==> config.mk <==
export PLATFORM = sky130hd
export DESIGN_NAME = delay_chain_sensor
export DESIGN_NICKNAME = d
export VERILOG_FILES = /design/src/rtl/delay_chain_sensor.sv
export SDC_FILE = /design/constraint.sdc
export NUM_CORES = 1
export LEC_CHECK = 0
export BUFFER_PORTS_ARGS = -buffer_cell sky130_fd_sc_hd__buf_2
export CAP_MARGIN = 20
export CORE_ASPECT_RATIO = 1.75
export CORE_MARGIN = 10
export CORE_UTILIZATION = 57
export DETAILED_ROUTE_END_ITERATION = 16
export PLACE_DENSITY = 0.89
export SLEW_MARGIN = 30
export SYNTH_ARGS = -nofsm -noshare
export SYNTH_HDL_FRONTEND = slang
export SYNTH_HIERARCHICAL = 1
export SYNTH_SLANG_ARGS = --single-unit
==> constraint.sdc <==
create_clock -name clk -period 10.7 [get_ports clk]
set_input_delay 1.605 -clock clk [delete_from_list [all_inputs] [get_ports clk]]
set_output_delay 1.605 -clock clk [all_outputs]
set_load 0.005 [all_outputs]
==> src/rtl/delay_chain_sensor.sv <==
// rtl/delay_chain_sensor.sv - inverter delay-chain probe with sampled thermometer decode and averaging

// One inverting delay stage; with ctl=0 and enable=1 it is a plain NOT.
module singlepath_1 (
  input  logic in_i,
  input  logic enable,
  input  logic ctl,
  output logic out_o
);
  assign out_o = enable & (in_i ^ ~ctl);
endmodule

module delay_chain_sensor #(
  parameter int CHAIN_LEN     = 16,
  parameter int SAMPLES_LOG2  = 2,
  parameter int SETTLE_CYCLES = 4,
  localparam int CW           = $clog2(CHAIN_LEN + 1),
  localparam int SW           = CW + SAMPLES_LOG2
) (
  input  logic          clk,
  input  logic          rst,
  input  logic          start,
  output logic          busy,
  output logic          done,
  output logic [CW-1:0] lastCount,
  output logic [SW-1:0] sumCount,
  output logic [CW-1:0] avgCount,
  output logic          bubbleErr
);
  localparam int M   = 1 << SAMPLES_LOG2;
  localparam int IW  = SAMPLES_LOG2 + 1;
  localparam int STW = $clog2(SETTLE_CYCLES + 1);
  localparam logic [IW-1:0]  LAST_IDX   = IW'(M - 1);
  localparam logic [STW-1:0] SETTLE_END = STW'(SETTLE_CYCLES - 1);

  localparam logic [2:0] ST_SETTLE  = 3'd0;
  localparam logic [2:0] ST_IDLE    = 3'd1;
  localparam logic [2:0] ST_CAPTURE = 3'd2;
  localparam logic [2:0] ST_DECODE  = 3'd3;
  localparam logic [2:0] ST_FINISH  = 3'd4;

  logic [2:0]           state_q, state_d;
  logic [STW-1:0]       settle_cnt_q, settle_cnt_d;
  logic                 launch_q, launch_d;
  logic                 meas_q, meas_d;
  logic [CHAIN_LEN-1:0] tap_q, tap_d;
  logic [IW-1:0]        sample_idx_q, sample_idx_d;
  logic [SW-1:0]        sum_q, sum_d;
  logic [CW-1:0]        last_count_q, last_count_d;
  logic [SW-1:0]        sum_count_q, sum_count_d;
  logic [CW-1:0]        avg_count_q, avg_count_d;
  logic                 bubble_q, bubble_d;

  // Raw chain outputs; kept so synthesis preserves every stage.
  (* keep *) logic [CHAIN_LEN-1:0] taps;

  logic [CHAIN_LEN-1:0] norm;
  logic [CW-1:0]        dec_count;
  logic                 dec_bubble;
  logic                 seen_zero;
  logic [SW-1:0]        sum_total;

  for (genvar g = 0; g < CHAIN_LEN; g++) begin : g_stage
    if (g == 0) begin : g_first
      singlepath_1 u_stage (.in_i(launch_q), .enable(1'b1), .ctl(1'b0), .out_o(taps[g]));
    end else begin : g_rest
      singlepath_1 u_stage (.in_i(taps[g-1]), .enable(1'b1), .ctl(1'b0), .out_o(taps[g]));
    end
  end

  // Normalise taps against their settled value so the decode ignores launch polarity,
  // then count leading ones and flag any one sitting above the first zero.
  always_comb begin
    dec_count  = '0;
    dec_bubble = 1'b0;
    seen_zero  = 1'b0;
    norm       = '0;
    for (int i = 0; i < CHAIN_LEN; i++) begin
      norm[i] = (tap_q[i] == ((i % 2 == 0) ? ~launch_q : launch_q));
      if (norm[i]) begin
        if (seen_zero) dec_bubble = 1'b1;
        else           dec_count  = dec_count + CW'(1);
      end else begin
        seen_zero = 1'b1;
      end
    end
    sum_total = sum_q + SW'(dec_count);
  end

  // Measurement sequencer: launch, capture one clock later, decode, settle, repeat.
  always_comb begin
    state_d      = state_q;
    settle_cnt_d = settle_cnt_q;
    launch_d     = launch_q;
    meas_d       = meas_q;
    tap_d        = tap_q;
    sample_idx_d = sample_idx_q;
    sum_d        = sum_q;
    last_count_d = last_count_q;
    sum_count_d  = sum_count_q;
    avg_count_d  = avg_count_q;
    bubble_d     = bubble_q;
    case (state_q)
      ST_SETTLE: begin
        if (settle_cnt_q == SETTLE_END) begin
          settle_cnt_d = '0;
          if (meas_q) begin
            launch_d = ~launch_q;
            state_d  = ST_CAPTURE;
          end else begin
            state_d  = ST_IDLE;
          end
        end else begin
          settle_cnt_d = settle_cnt_q + STW'(1);
        end
      end
      ST_IDLE: begin
        if (start) begin
          launch_d     = ~launch_q;
          sum_d        = '0;
          bubble_d     = 1'b0;
          sample_idx_d = '0;
          meas_d       = 1'b1;
          state_d      = ST_CAPTURE;
        end
      end
      ST_CAPTURE: begin
        tap_d   = taps;
        state_d = ST_DECODE;
      end
      ST_DECODE: begin
        last_count_d = dec_count;
        sum_d        = sum_total;
        bubble_d     = bubble_q | dec_bubble;
        sample_idx_d = sample_idx_q + IW'(1);
        if (sample_idx_q == LAST_IDX) begin
          // Publish results on entry to FINISH so they are valid alongside done.
          sum_count_d = sum_total;
          avg_count_d = sum_total[SW-1:SAMPLES_LOG2];
          meas_d      = 1'b0;
          state_d     = ST_FINISH;
        end else begin
          settle_cnt_d = '0;
          state_d      = ST_SETTLE;
        end
      end
      ST_FINISH: state_d = ST_IDLE;
      default:   state_d = ST_SETTLE;
    endcase
  end

  // State and datapath registers; reset aborts any run and re-enters the settle period.
  always_ff @(posedge clk or posedge rst) begin
    if (rst) begin
      state_q      <= ST_SETTLE;
      settle_cnt_q <= '0;
      launch_q     <= 1'b0;
      meas_q       <= 1'b0;
      tap_q        <= '0;
      sample_idx_q <= '0;
      sum_q        <= '0;
      last_count_q <= '0;
      sum_count_q  <= '0;
      avg_count_q  <= '0;
      bubble_q     <= 1'b0;
    end else begin
      state_q      <= state_d;
      settle_cnt_q <= settle_cnt_d;
      launch_q     <= launch_d;
      meas_q       <= meas_d;
      tap_q        <= tap_d;
      sample_idx_q <= sample_idx_d;
      sum_q        <= sum_d;
      last_count_q <= last_count_d;
      sum_count_q  <= sum_count_d;
      avg_count_q  <= avg_count_d;
      bubble_q     <= bubble_d;
    end
  end

  assign busy      = (state_q != ST_IDLE) && (state_q != ST_FINISH);
  assign done      = (state_q == ST_FINISH);
  assign lastCount = last_count_q;
  assign sumCount  = sum_count_q;
  assign avgCount  = avg_count_q;
  assign bubbleErr = bubble_q;
endmodule

==> impl_results.md <==
- Outcome: complete, but fails checks
- Non-filler cells, final: 691
- Maximum vdd drop: 221.3 uV
- Net switching power: 740.2 uW
- Yosys Warn Count: 6
- Syn Area/Cell: 8.452 um^2
- Clk_skew: 0.007745 ns
- Post-route setup slack: -0.02574 ns
- Worst-path clk slew: 0.06 ns
- Buffers on Ports: 22
- Pwr Density: 283.1 nW/um^2
- CTS tree: done
- CP endpoint kind: flop
- Total wire length: 13.69 mm
- CP dominant cell by count: ha_1
- Total CTS buffers: 5
- Worst slew margin: 39.22%
- Power share of the clock group: 9.5%
- Global route total overflow: 0
- Required @ worst endpoint: 10.86 ns
- Largest net degree at the start of global routing: 48
- Syn Std Cell Area: 4479 um^2
- Critical path type: reg2reg
- Die area: 11940 um^2
- Final Cycle Share: 100.2%
- Main synth FF type: dfrtp_1
- Multi-input logic area: 3517 um^2
- H-tree Lvls: 2
- CP arrival: 10.89 ns
- Slew of the pin with the lowest slew margin: 0.9056 ns
- Maximum root-to-sink buffer count: 2
- Sw frac: 47.80%
- Initial Util: 58.78%
- Placed cells: 653
- Die Wd: 87.01 um
- Die height: 137.3 um
- Syn Inst Count: 530
- Max Slew Vio Count: 0
- Core Util, Final: 71.79%
- Post-DRT Antenna Nets: 0
- Fillcell total: 459
- CP Launch Type: flop
- Reg power frac: 21.3%
- Initial antenna violation count: 1
- Final Hold Viols: 0
- Area of the core: 7620 um^2
- Min Tclk post-route: 10.73 ns
- Synthesis-stage register bit count: 47
- Combinational share of power: 69.2%
- RSZ-0062 raised after global routing: true
- Layout cells sized above 1: 26.74%
- TritonCTS Sinks: 47
- Root buffer cell: clkbuf_16
- I/O pin total: 23
- GPL Wtd Cong: 0.8990
- Worst path max stage delay: 0.41 ns
- Drt wl/cell: 19.81 um
- Failing checks: setup timing
- Crit-path slowest cell: dfrtp_1
- Clk Latency, worst-skew pair: 0.29 ns
- Post-synthesis cell type count: 80
- Internal: 808.4 uW
- Syn-to-layout area delta: 22.12%
- Via Count: 4530
- Leak: 2.407 nW
- Max_cap viols: 0
- Total track usage: 19.58%
- First-pass DRT Iterations: 5
- Cell row count: 42
- Hold WC Path Type: reg2reg
- Final #Nets: 629
- Drt drc: 0
- Sequential-to-total area share from yosys stat: 26.26%
- Initial DRC count: 404
- First-pass GRT wire length: 19.63 mm
- Vias per cell: 6.556
- Crit-path max FO: 5
- Setup violators final: 1
- Vias in the first global route: 4330
- Number of enable flip-flop cells after synthesis: 0
- Fmax: 0.09323 GHz
- Async S/R FF share, synth: 100.0%
- Post-DP HPWL: 8.302 mm
- Seq. cell area: 1176 um^2
-- timing repair --
item / in CTS / in global routing
endpoints found under the setup margin: 7 / 12
cloned: 0 / 1
gates resized for setup: 19 / 43
hold buffers: 0 / 0
buffers inserted: 10 / 21
pin swaps: 23 / 50
-- per-layer routing --
metal | vias up | part of all wire [%] | global-route usage [%]
li1 | 2005 | - | -
met1 | 2164 | 34 | 19.44
met2 | 270 | 54 | 36.71
met3 | 91 | 6.2 | 3.016
met4 | 0 | 6.1 | 11.30
met5 | - | 0 | 0
-- synthesized netlist by cell type, types with 9 or more instances --
cell type	number	area share, %
a21oi_1	33	3.7
and2_1	19	2.7
clkbuf_1	18	1.5
dfrtp_1	47	26
ha_1	22	6.1
inv_1	24	2.0
mux2_2	24	6.0
nand2_1	47	3.9
nand2b_1	14	2.0
nor2_1	45	3.8
nor2b_1	12	1.7
nor3_1	9	1.0
o21ai_0	27	3.0
xnor2_1	34	6.6
xor2_1	13	2.5
-- worst max-delay path, delay by kind of cell (launching register included) --
kind	cells	cell delay [ns]
compound gates	12	1.97
xor+xnor	5	1.11
fa+ha+maj	13	3.55
buf+inv	5	0.49
flops	1	0.41
mux	6	1.41
simple gates	14	1.63
-- area by class of cell --
class / count / area share [%]
Antenna cell: 1 / 0.04575
Clock buffer: 6 / 2.356
Multi-Input combinational cell: 459 / 64.30
Tap cell: 88 / 2.013
Inverter: 24 / 1.715
Timing Repair Buffer: 66 / 8.074
Sequential cell: 47 / 21.50
-- worst paths after layout --
kind / start / end / slack [ns] / cells after the start
min in group asynchronous: rst / sum_q[5]$_DFFE_PP0P_ / 1.43 / 2
min reg2reg: sample_idx_q[2]$_DFFE_PP0P_ / sample_idx_q[2]$_DFFE_PP0P_ / 0.50 / 2
min: sample_idx_q[2]$_DFFE_PP0P_ / sample_idx_q[2]$_DFFE_PP0P_ / 0.50 / 2
max reg2reg: launch_q$_DFFE_PP0P_ / sum_q[6]$_DFFE_PP0P_ / -0.03 / 55
max in group asynchronous: rst / sumCount[1]$_DFFE_PP0P_ / 8.79 / 2
max: launch_q$_DFFE_PP0P_ / sum_q[6]$_DFFE_PP0P_ / -0.03 / 55
-- cells in the final DEF (no fill, tap or decap), types with 11 or more instances in the layout --
cell type and instances:
a21oi_1 27, buf_2 23, and2_1 18, mux2_2 20
inv_1 18, nor2b_1 11, xnor2_1 30, nor2_1 41
dfrtp_1 47, ha_1 15, nand2b_1 13, conb_1 32
o21ai_0 21, nand2_1 43, buf_4 42, xor2_1 12
-- cells by family (layout without fill, tap and decap cells) --
| logic type | after synthesis | in the layout | share of synthesized area, % |
|---|---|---|---|
| simple gates | 188 | 188 | 21.98 |
| mux | 29 | 29 | 7.151 |
| xor+xnor | 51 | 51 | 11.34 |
| other cells | 2 | 33 | 0.1677 |
| buf+inv | 54 | 96 | 5.279 |
| fa+ha+maj | 24 | 24 | 6.816 |
| compound gates | 135 | 135 | 21.01 |
| flops | 47 | 47 | 26.26 |
-- power groups by stage --
| stage | combinational [mW] | sequential, mW | clock [mW] |
|---|---|---|---|
| floorplan | 0.640 | 0.271 | 0 |
| global placement | 0.726 | 0.315 | 0 |
| detailed placement | 0.767 | 0.320 | 0 |
| CTS | 0.845 | 0.319 | 0.144 |
| global route | 1.15 | 0.338 | 0.152 |
| finish | 1.07 | 0.330 | 0.147 |
-- registers in the layout, summed over array words and instances, names as in the netlist --
name	count
bubbleErr	1
lastCount	5
launch_q	1
meas_q	1
sample_idx_q	3
settle_cnt_q	3
state_q	3
sumCount	7
sum_q	7
tap_q	16
-- metrics by stage --
stage / hold slack, ns / cell area (um^2) / setup slack (ns) / TNS, ns / power, mW
global placement: 0.4580 / 4803 / 0.05096 / 0 / 1.041
CTS: 0.4752 / 5085 / 0.02800 / 0 / 1.307
finish: 0.5046 / 5470 / -0.02574 / -0.02574 / 1.549
detailed placement: 0.4613 / 4803 / -0.3284 / -1.248 / 1.087
global route: 0.5260 / 5470 / -0.4769 / -2.627 / 1.635
floorplan: 0.4498 / 4641 / 0.01362 / 0 / 0.9114
(Power assumes the default switching activity.)
